==> config.mk <==
export PLATFORM = sky130hd
export DESIGN_NAME = alu_sweep_ctrl
export DESIGN_NICKNAME = d
export VERILOG_FILES = /design/src/rtl/alu_sweep_ctrl.sv
export SDC_FILE = /design/constraint.sdc
export NUM_CORES = 1
export LEC_CHECK = 0
export BUFFER_PORTS_ARGS = -buffer_cell sky130_fd_sc_hd__buf_2
export CORE_MARGIN = 2
export CORE_UTILIZATION = 52
export CTS_BUF_LIST = sky130_fd_sc_hd__clkbuf_8
export DETAILED_ROUTE_END_ITERATION = 10
export GPL_TIMING_DRIVEN = 0
export HOLD_SLACK_MARGIN = 0.02
export PLACE_DENSITY = 0.93
export SLEW_MARGIN = 10
export SYNTH_ARGS = -nofsm -noshare
export SYNTH_HDL_FRONTEND = slang
export SYNTH_SLANG_ARGS = --single-unit
export TNS_END_PERCENT = 20
==> constraint.sdc <==
create_clock -name clk -period 3.7 [get_ports clk]
set_input_delay 0.37 -clock clk [delete_from_list [all_inputs] [get_ports clk]]
set_output_delay 0.37 -clock clk [all_outputs]
set_load 0.05 [all_outputs]
==> src/rtl/alu_sweep_ctrl.sv <==
// alu_sweep_ctrl: latches one operand pair, steps the ALU opcode select through
// every opcode and offers each registered (sel, Y, Cout) result on valid/ready.
// Optional feature macro: ALU_SWEEP_ZERO_FLAG_EN adds the registered res_zero output.
module alu_sweep_ctrl #(
  parameter int WIDTH   = 8,
  parameter int SEL_W   = 3,
  parameter int NUM_OPS = 8
) (
  input  logic             clk,
  input  logic             rst_n,
  input  logic             start,
  input  logic [WIDTH-1:0] a_in,
  input  logic [WIDTH-1:0] b_in,
  output logic             busy,
  output logic [WIDTH-1:0] alu_a,
  output logic [WIDTH-1:0] alu_b,
  output logic [SEL_W-1:0] alu_sel,
  input  logic [WIDTH-1:0] alu_y,
  input  logic             alu_cout,
  output logic             res_valid,
  input  logic             res_ready,
  output logic [SEL_W-1:0] res_sel,
  output logic [WIDTH-1:0] res_y,
  output logic             res_cout,
`ifdef ALU_SWEEP_ZERO_FLAG_EN
  output logic             res_zero,
`endif
  output logic             done
);

  typedef enum logic [1:0] {
    IDLE   = 2'd0,
    SETUP  = 2'd1,
    HOLD   = 2'd2,
    FINISH = 2'd3
  } state_e;

  localparam logic [SEL_W-1:0] LAST_SEL = SEL_W'(NUM_OPS - 1);

  state_e           state_q, state_d;
  logic [WIDTH-1:0] alu_a_q, alu_a_d;
  logic [WIDTH-1:0] alu_b_q, alu_b_d;
  logic [SEL_W-1:0] alu_sel_q, alu_sel_d;
  logic             res_valid_q, res_valid_d;
  logic [SEL_W-1:0] res_sel_q, res_sel_d;
  logic [WIDTH-1:0] res_y_q, res_y_d;
  logic             res_cout_q, res_cout_d;
  logic             busy_q, busy_d;
  logic             done_q, done_d;
`ifdef ALU_SWEEP_ZERO_FLAG_EN
  logic             res_zero_q, res_zero_d;
`endif

  always_ff @(posedge clk or negedge rst_n) begin
    if (!rst_n) begin
      state_q <= IDLE;
    end else begin
      state_q <= state_d;
    end
  end

  always_comb begin
    state_d = state_q;
    case (state_q)
      IDLE:    if (start) state_d = SETUP;
      SETUP:   state_d = HOLD;
      HOLD:    if (res_ready) state_d = (alu_sel_q == LAST_SEL) ? FINISH : SETUP;
      FINISH:  state_d = IDLE;
      default: state_d = IDLE;
    endcase
  end

  // Everything visible is computed here and registered below, so no input
  // reaches an output combinationally.
  always_comb begin
    alu_a_d     = alu_a_q;
    alu_b_d     = alu_b_q;
    alu_sel_d   = alu_sel_q;
    res_valid_d = res_valid_q;
    res_sel_d   = res_sel_q;
    res_y_d     = res_y_q;
    res_cout_d  = res_cout_q;
    busy_d      = busy_q;
    done_d      = 1'b0;
`ifdef ALU_SWEEP_ZERO_FLAG_EN
    res_zero_d  = res_zero_q;
`endif
    case (state_q)
      IDLE: begin
        if (start) begin
          alu_a_d   = a_in;
          alu_b_d   = b_in;
          alu_sel_d = '0;
          busy_d    = 1'b1;
        end
      end
      SETUP: begin
        res_y_d     = alu_y;
        res_cout_d  = alu_cout;
        res_sel_d   = alu_sel_q;
        res_valid_d = 1'b1;
`ifdef ALU_SWEEP_ZERO_FLAG_EN
        res_zero_d  = (alu_y == '0);
`endif
      end
      HOLD: begin
        if (res_ready) begin
          res_valid_d = 1'b0;
          if (alu_sel_q == LAST_SEL) begin
            done_d = 1'b1;
          end else begin
            alu_sel_d = alu_sel_q + 1'b1;
          end
        end
      end
      FINISH: begin
        busy_d = 1'b0;
      end
      default: begin
        busy_d = 1'b0;
      end
    endcase
  end

  always_ff @(posedge clk or negedge rst_n) begin
    if (!rst_n) begin
      alu_a_q     <= '0;
      alu_b_q     <= '0;
      alu_sel_q   <= '0;
      res_valid_q <= 1'b0;
      res_sel_q   <= '0;
      res_y_q     <= '0;
      res_cout_q  <= 1'b0;
      busy_q      <= 1'b0;
      done_q      <= 1'b0;
`ifdef ALU_SWEEP_ZERO_FLAG_EN
      res_zero_q  <= 1'b0;
`endif
    end else begin
      alu_a_q     <= alu_a_d;
      alu_b_q     <= alu_b_d;
      alu_sel_q   <= alu_sel_d;
      res_valid_q <= res_valid_d;
      res_sel_q   <= res_sel_d;
      res_y_q     <= res_y_d;
      res_cout_q  <= res_cout_d;
      busy_q      <= busy_d;
      done_q      <= done_d;
`ifdef ALU_SWEEP_ZERO_FLAG_EN
      res_zero_q  <= res_zero_d;
`endif
    end
  end

  assign alu_a     = alu_a_q;
  assign alu_b     = alu_b_q;
  assign alu_sel   = alu_sel_q;
  assign res_valid = res_valid_q;
  assign res_sel   = res_sel_q;
  assign res_y     = res_y_q;
  assign res_cout  = res_cout_q;
  assign busy      = busy_q;
  assign done      = done_q;
`ifdef ALU_SWEEP_ZERO_FLAG_EN
  assign res_zero  = res_zero_q;
`endif

endmodule

==> summary.txt, run 1 <==
Synthesis
  • Cells after Synth: 89
  • Post-synthesis net count: 120
  • Synth area leader: dfrtp_1
  • Seq/Total Area, Yosys: 63.4%
  • Most frequent cell after synthesis: dfrtp_1
  • Synthesized area per cell: 16.0 sq um
  • Post-synth EDFFs: 0
  • Post-synth top flop: dfrtp_1
  • Fraction of registers with async set/reset: 100%
  • Area contributors post-synth: dfrtp_1 63%, mux2_2 23%, buf_6 2.4%
  • Post-synthesis register bit count: 36
  • Syn. warnings: 0
  • Top cell type's share of synthesized area: 63.4%
  • Most frequent cells after synthesis: 36 x dfrtp_1, 29 x mux2_2, 3 x buf_6, 3 x nor2_1
  • Post-Syn Area: 1420 sq um
  • Post-synthesis cell type count: 18

Worst setup path
  • R2R depth: 5
  • CP required: 3.86 ns
  • Crit path max fanout: 4
  • Worst setup SP type: flop
  • Reg2Reg Setup Slack: 2.05 ns
  • Reg2reg start: alu_sel[0]$_DFFE_PN0P_
  • Worst Setup SP: alu_sel[0]$_DFFE_PN0P_
  • Worst flop-to-flop path endpoint: alu_sel[0]$_DFFE_PN0P_
  • CP Capture Type: flop
  • Setup CP Type: reg2reg
  • CP endpoint: alu_sel[0]$_DFFE_PN0P_
  • Crit path DAT: 1.81 ns

Global routing
  • Vias in the first global route: 1023
  • Largest net degree at the start of global routing: 37
  • Met1 usage: 21.2%
  • Total GRT Usage: 18.2%
  • GRT Max-Usage Layer: met2
  • Initial antenna violation count: 0
  • First-pass GRT wire length: 4440 microns
  • GRT met3 Usage: 7.83%
  • Met2 usage: 31.3%
  • Congestion Overflow GR: 0

Clock tree
  • # hold bufs at CTS: 0
  • Clock Tree Buf Depth: 2
  • H-tree levels: 2
  • Post-CTS Setup Repair Bufs: 0
  • Clock sinks: 36
  • Worst-Skew Late Latency: 0.27 ns
  • Clock root cell: clkbuf_8
  • CTS buffer count: 5
  • CTS tree: yes
  • Resized cells post-CTS: 0
  • CTS clk-pin slew, worst paths: 0.06 ns

Detailed routing
  • DR iter-0 viols: 21
  • Vias: 952
  • Routed Antenna Nets: 0
  • DRC viols: 0
  • Vias per Instance: 5.12
  • Routed WL per cell: 13.5 microns
  • DRT Pass-1 Iters: 4
  • Final wirelength: 2520 microns

Final layout
  • # diodes: 0
  • Area growth, synth to finish: 29.3%
  • Fin nets: 189
  • Fraction of layout cells with a size suffix above 1: 65.4%
  • Fin util: 72.8%

Place
  • RD Place Congestion: 0.674
  • Detail Placement HPWL: 1980 microns
  • Buffers on Ports: 62
  • Pre-CTS setup slack: 2.05 ns

Timing
  • PnR worst setup slack: 2.05 ns
  • Max Clock Freq: 0.605 GHz
  • Worst slew margin: 48.8%
  • Post-layout min period: 1.65 ns
  • Hold Vio Cnt, Final: 0
  • Skew final: 0.00104 ns
  • Worst slew pin tran: 0.768 ns
  • Tcrit/Tclk final: 44.7%
  • Post-Route Setup TNS: 0 ns
  • Slew Viols, Final: 0
  • RSZ-0062 raised after global routing: false
  • Final setup viols: 0

Outcome
  • Status: completed

Flow run
  • Maxcap violations: 0

Floorplan
  • Core ar.: 2520 sq um
  • Die height: 56.3 microns
  • Site Rows: 18
  • Die width: 56.3 microns
  • Initial Utilization: 56.3%
  • Die ar.: 3170 sq um
  • I/O Pins: 63

Hold path
  • Hold Path Class: in2async
[kinds of logic (layout without fill, tap and decap cells)]
group / after synthesis / after routing / synth area share, %
compound gates: 7 / 7 / 3.44
fa+ha+maj: 2 / 2 / 1.76
buf+inv: 5 / 72 / 2.91
flops: 36 / 36 / 63.4
mux: 30 / 30 / 23.7
simple gates: 9 / 9 / 4.76
[worst max-delay path: stages (launching register included)]
cell,delay (ns)
dfrtp_1,0.42
ha_1,0.22
ha_1,0.19
and4bb_2,0.34
nor2_1,0.08
mux2_2,0.29
[sequential cells by signal (all words and copies together) (netlist names), 2 cells and up]
signal / flops
alu_a: 8
alu_b: 8
res_y: 8
alu_sel: 3
res_sel: 3
state_q: 2
[worst min-delay path by stage]
stage / start / endpoint / slack (ns) / cells after the start
after floorplan: rst_n / alu_a[0]$_DFFE_PN0P_ / 0.07 / 0
after global placement: rst_n / alu_b[6]$_DFFE_PN0P_ / 0.46 / 1
after detailed placement: rst_n / alu_b[5]$_DFFE_PN0P_ / 0.49 / 1
after CTS: rst_n / state_q[0]$_DFFE_PN0P_ / 0.19 / 1
after global routing: rst_n / alu_b[6]$_DFFE_PN0P_ / 0.22 / 1
final: rst_n / alu_b[5]$_DFFE_PN0P_ / 0.17 / 1
[metrics by stage]
stage	std cells	hold WS (ns)	cell area [sq um]
CTS	186	0.191	1840
global route	186	0.217	1840
floorplan	89	0.0744	1420
global placement	181	0.464	1770
detailed placement	181	0.486	1770
finish	186	0.167	1840
[layout make-up]
type                            count  area (sq um)
Sequential cell                    36           901
Fill cell                         193           686
Multi-Input combinational cell     48           478
Timing Repair Buffer               62           310
Clock buffer                        5          68.8
Tap cell                           30          37.5
Buffer                              3          33.8
Inverter                            2          7.51
[cells in the final DEF, fill, tap and decap left out, drive strengths merged]
cell,netlist,final
nand2b,1,1
buf,3,65
ha,2,2
a21o,1,1
nor2b,1,1
mux2i,1,1
and3,1,1
dfrtp,36,36
clkbuf,0,5
nor2,4,4
o21ai,1,1
inv,2,2
nor3b,1,1
and4bb,1,1
mux2,29,29
o2bb2ai,1,1
a22o,2,2
a21oi,2,2
[metal layers]
layer,up-vias,wire length (microns)
li1,448,-
met1,452,1010
met2,49,1230
met3,3,256
met4,0,22
met5,-,0
Power of run 1 is not shown: default switching activity piles up to over one toggle a cycle in this logic, so the estimate is an artifact.
==> inputs of run 2 (changes only) <==
--- a/config.mk
+++ b/config.mk
@@ -7,12 +7,12 @@
 export LEC_CHECK = 0
 export BUFFER_PORTS_ARGS = -buffer_cell sky130_fd_sc_hd__buf_2
 export CORE_MARGIN = 2
-export CORE_UTILIZATION = 52
+export CORE_UTILIZATION = 43
 export CTS_BUF_LIST = sky130_fd_sc_hd__clkbuf_8
 export DETAILED_ROUTE_END_ITERATION = 10
 export GPL_TIMING_DRIVEN = 0
 export HOLD_SLACK_MARGIN = 0.02
-export PLACE_DENSITY = 0.93
+export PLACE_DENSITY = 0.83
 export SLEW_MARGIN = 10
 export SYNTH_ARGS = -nofsm -noshare
 export SYNTH_HDL_FRONTEND = slang
==> constraint.sdc (replaced) <==
create_clock -name clk -period 1.45 [get_ports clk]
set_input_delay 0.145 -clock clk [delete_from_list [all_inputs] [get_ports clk]]
set_output_delay 0.145 -clock clk [all_outputs]
set_load 0.05 [all_outputs]
==> run 2 against run 1 <==
  * The run now ends with setup timing left
  * Cell area up 6.5%
  * Count of clock-buffer cells in the layout unchanged
  * Global-route usage shrank 3.2 points
  * Via count up 3.5%
  * Critical path depth is the same
  * Worst hold slack worse by 0.073 ns
  * Die area grew 19%
  * Clock skew up 0.0077 ns
  * Critical path type unchanged
  * Largest cell class unchanged
  * Highest routed layer unchanged
==> summary.txt, run 2 (synthesis gave the netlist of run 1 again) <==
Clock tree
  • CTS buffer count: 5
  • Clock sinks: 36
  • H-tree levels: 2
  • CTS clk-pin slew, worst paths: 0.07 ns
  • CTS tree: yes
  • Worst-Skew Late Latency: 0.28 ns
  • Clock Tree Buf Depth: 2
  • Clock root cell: clkbuf_8

Timing
  • RSZ-0062 raised after global routing: true
  • Final setup viols: 1
  • Skew final: 0.00878 ns
  • Max Clock Freq: 0.667 GHz
  • Slew Viols, Final: 0
  • Hold Vio Cnt, Final: 0
  • PnR worst setup slack: -0.0483 ns
  • Tcrit/Tclk final: 103%
  • Worst slew margin: 48.3%
  • Post-layout min period: 1.50 ns
  • Worst slew pin tran: 0.775 ns

Final layout
  • # fillers: 259
  • Area growth, synth to finish: 37.8%
  • Fraction of layout cells with a size suffix above 1: 69.1%
  • Commonest non-fill, non-tap cell in the layout: buf_2
  • # diodes: 0
  • Fin nets: 196
  • Commonest cells after routing, fill and taps aside: 62 x buf_2, 33 x dfrtp_1, 28 x mux2_2, 6 x buf_4, 5 x clkbuf_8
  • Fin cells: 209

Floorplan
  • Core ar.: 3100 sq um
  • Die height: 61.5 microns
  • Die ar.: 3780 sq um
  • I/O Pins: 63
  • Die width: 61.5 microns
  • Initial Utilization: 45.8%
  • Site Rows: 20

Detailed routing
  • Final wirelength: 2650 microns
  • Vias per Instance: 4.71
  • Routed Antenna Nets: 0
  • DR iter-0 viols: 24
  • Vias: 985
  • DRT Pass-1 Iters: 4
  • DRC viols: 0
  • Routed WL per cell: 12.7 microns

Place
  • RD Place Congestion: 0.692
  • Detail Placement HPWL: 1960 microns
  • Cells after DPL: 195
  • Buffers on Ports: 62

Global routing
  • Largest net degree at the start of global routing: 37
  • Total GRT Usage: 15.1%
  • Initial antenna violation count: 0
  • Vias in the first global route: 890
  • First-pass GRT wire length: 3970 microns
  • Congestion Overflow GR: 0

Hold path
  • Hold Path Class: in2reg

Worst setup path
  • Worst setup SP type: flop
  • Setup CP Type: reg2reg
  • Crit path max fanout: 3
  • Crit path DAT: 1.66 ns
  • CP Capture Type: flop
  • Reg2Reg Setup Slack: -0.05 ns
  • CP required: 1.61 ns

Outcome
  • Status: finished, violations left
  • Failing checks: setup timing

Flow run
  • Maxcap violations: 0
[run 2: worst paths after layout]
| path | start | end | depth (start not counted) |
|---|---|---|---|
| setup / recovery | alu_sel[0]$_DFFE_PN0P_ | alu_sel[0]$_DFFE_PN0P_ | 5 |
| hold / removal | alu_y[0] | res_y[0]$_DFFE_PN0P_ | 2 |
| setup reg to reg | alu_sel[0]$_DFFE_PN0P_ | alu_sel[0]$_DFFE_PN0P_ | 5 |
| hold reg to reg | alu_b[1]$_DFFE_PN0P_ | alu_b[1]$_DFFE_PN0P_ | 1 |
| max in group asynchronous | rst_n | alu_sel[1]$_DFFE_PN0P_ | 2 |
| min in group asynchronous | rst_n | busy$_DFFE_PN0P_ | 2 |
[run 2: cell type report]
class / count / area (sq um) / area share, %
clock inverter: 2 / 7.51 / 0.384
tap: 44 / 55.1 / 2.81
multi-input combinational: 48 / 514 / 26.3
inverter: 2 / 7.51 / 0.384
clock buffer: 5 / 68.8 / 3.52
buffer: 3 / 33.8 / 1.73
sequential: 36 / 905 / 46.2
timing repair buffer: 69 / 365 / 18.7
[run 2: routing by layer]
layer  wire length (microns)  share of wire [%]  GRT usage (%)
met2                    1270                 48           25.7
met1                    1060                 40           16.2
met4                      58                2.2           8.21
met3                     261                9.9           5.46
met5                       0                  0              0
[run 2: critical path: stages, from the launching register on]
cell and delay (ns):
dfrtp_2 0.43, ha_4 0.17, ha_4 0.15, and4bb_2 0.31, nor2_2 0.06, mux2_4 0.26
[run 2: through the flow]
step / setup TNS (ns) / util, % / hold WS (ns) / instance area, sq um / worst slack, ns
floorplan: -0.658 / - / -0.151 / 1450 / -0.178
global placement: -1.61 / 58.6 / 0.243 / 1820 / -0.155
detailed placement: -1.75 / 58.6 / 0.282 / 1820 / -0.159
CTS: -0.235 / 61.9 / 0.0803 / 1920 / -0.135
global route: -0.0722 / 63.1 / 0.0907 / 1960 / -0.0722
finish: -0.0483 / 63.1 / 0.0939 / 1960 / -0.0483
[run 2: repair_timing]
action                     4_1_cts  5_1_grt
pin swaps                        1        1
setup buffers                    2        4
hold endpoints to repair        36        0
gates resized for setup          1        1
hold buffers                     1        0
setup endpoints to repair       19        8
gates cloned                     0        0
Power of run 2 is left out for the same reason.
==> inputs of run 3 (changes only) <==
--- a/config.mk
+++ b/config.mk
@@ -13,6 +13,7 @@
 export GPL_TIMING_DRIVEN = 0
 export HOLD_SLACK_MARGIN = 0.02
 export PLACE_DENSITY = 0.83
+export REMOVE_ABC_BUFFERS = 1
 export SLEW_MARGIN = 10
 export SYNTH_ARGS = -nofsm -noshare
 export SYNTH_HDL_FRONTEND = slang
==> run 3 against run 2 <==
  * The flow still finishes with violations (setup timing)
  * Clock skew is 0.0073 ns lower
  * Critical path depth stayed put
  * Maximum frequency is 1.4% higher
  * Final cell count is 0.96% lower
==> summary.txt, run 3 (synthesis gave the netlist of run 1 again) <==
Global routing
  • Congestion Overflow GR: 0
  • Initial antenna violation count: 0
  • Total GRT Usage: 17.1%
  • First-pass GRT wire length: 4570 microns
  • Largest net degree at the start of global routing: 37
  • Vias in the first global route: 1050

Floorplan
  • Die width: 61.5 microns
  • I/O Pins: 63
  • Initial Utilization: 45.8%
  • Site Rows: 20
  • Die ar.: 3780 sq um
  • Die height: 61.5 microns
  • Core ar.: 3100 sq um

Detailed routing
  • DRT Pass-1 Iters: 4
  • Final wirelength: 2910 microns
  • Vias: 990
  • DR iter-0 viols: 23
  • Vias per Instance: 4.78
  • DRC viols: 0
  • Routed Antenna Nets: 0
  • Routed WL per cell: 14.1 microns

Timing
  • Hold Vio Cnt, Final: 0
  • Post-layout min period: 1.48 ns
  • Worst slew margin: 48.2%
  • Max Clock Freq: 0.677 GHz
  • Tcrit/Tclk final: 102%
  • Final setup viols: 1
  • Worst slew pin tran: 0.777 ns
  • Skew final: 0.00153 ns
  • Slew Viols, Final: 0
  • PnR worst setup slack: -0.0273 ns
  • RSZ-0062 raised after global routing: true

Worst setup path
  • CP required: 1.62 ns
  • CP Capture Type: flop
  • CP peak stage delay: 0.39 ns
  • Crit path max fanout: 3
  • Largest delay share family, worst path: flip-flops
  • Setup CP Type: reg2reg
  • Crit path DAT: 1.65 ns
  • Worst setup SP type: flop
  • Buffers & Inverters on Critical Path: 0
  • Slowest-stage cell, CP: dfrtp_1
  • Critical path cell sequence: ha_2 > ha_4 > and4bb_2 > nor2_2 > mux2_2

Final layout
  • Fin nets: 194
  • Commonest cells after routing, fill and taps aside: 62 x buf_2, 34 x dfrtp_1, 29 x mux2_2, 5 x clkbuf_8, 5 x buf_4
  • Area growth, synth to finish: 36.7%
  • Post-Layout Inst Area: 1940 sq um
  • # diodes: 0
  • Fraction of layout cells with a size suffix above 1: 68.7%
  • Commonest non-fill, non-tap cell in the layout: buf_2

Place
  • Area post-placement: 1750 sq um
  • RD Place Congestion: 0.765
  • Buffers on Ports: 62
  • Detail Placement HPWL: 2030 microns

Clock tree
  • Clock Tree Buf Depth: 2
  • CTS tree: yes
  • Clock sinks: 36
  • H-tree levels: 2
  • CTS clk-pin slew, worst paths: 0.06 ns
  • Clock root cell: clkbuf_8
  • CTS buffer count: 5
  • Worst-Skew Late Latency: 0.28 ns

Hold path
  • Hold Path Class: in2reg

Flow run
  • Maxcap violations: 0

Outcome
  • Failing checks: setup timing
  • Status: finished, violations left
## run 3: changes by cell type in the layout (fill, tap and decap cells not counted)
cell and change:
buf_4 -1, ha_4 -1, dfrtp_2 -1, mux2_2 +1
mux2_4 -1, buf_12 +2, inv_1 -1, dfrtp_1 +1
clkinv_2 +1, buf_6 -3, ha_2 +1
## run 3: path summary, 6_finish.rpt
| kind | slack, ns | startpoint | depth (start not counted) | endpoint |
|---|---|---|---|---|
| max | -0.03 | alu_sel[0]$_DFFE_PN0P_ | 5 | alu_sel[0]$_DFFE_PN0P_ |
| min | 0.09 | a_in[3] | 2 | alu_a[3]$_DFFE_PN0P_ |
| max reg2reg | -0.03 | alu_sel[0]$_DFFE_PN0P_ | 5 | alu_sel[0]$_DFFE_PN0P_ |
| min reg2reg | 0.51 | alu_b[1]$_DFFE_PN0P_ | 1 | alu_b[1]$_DFFE_PN0P_ |
| max in group asynchronous | 0.43 | rst_n | 2 | state_q[0]$_DFFE_PN0P_ |
| min in group asynchronous | 0.48 | rst_n | 2 | res_y[3]$_DFFE_PN0P_ |
## run 3: cell type report
class / count / area [sq um]
clock buffer: 5 / 68.8
multi-input combinational: 48 / 500
timing repair buffer: 70 / 398
tap: 44 / 55.1
sequential: 36 / 903
inverter: 2 / 7.51
fill: 273 / 1160
clock inverter: 2 / 8.76
## run 3: worst register-to-register path, cell delays in order (launching register included)
cell      delay [ns]
dfrtp_1         0.39
ha_2            0.21
ha_4            0.16
and4bb_2        0.30
nor2_2          0.05
mux2_2          0.25
## run 3: layer usage
metal	up-vias	global-route usage [%]	wire length [microns]
met3	6	6.09	168
met5	-	0	0
met4	0	6.38	39
met1	487	17.7	1060
li1	464	-	-
met2	33	31.6	1640
## run 3: through the flow
step                      cells  setup slack, ns  utilization, %  hold WS, ns  TNS (ns)
after floorplan              86           -0.369               -       -0.151     -2.22
after global placement      192           -0.307            56.5        0.248     -6.37
after detailed placement    192           -0.362            56.5        0.270     -8.25
after CTS                   206         -0.00217            61.9       0.0832  -0.00217
after global routing        207          -0.0743            62.6       0.0838    -0.119
final                       207          -0.0273            62.6       0.0934   -0.0273
## run 3: timing repair
item	CTS	global route
gates cloned	0	0
buffers inserted	6	1
endpoints found under the setup margin	31	20
pin swaps	3	0
resized for setup	4	3
hold endpoints to repair	36	0
hold buffers	1	0
Power of run 3 is left out for the same reason.
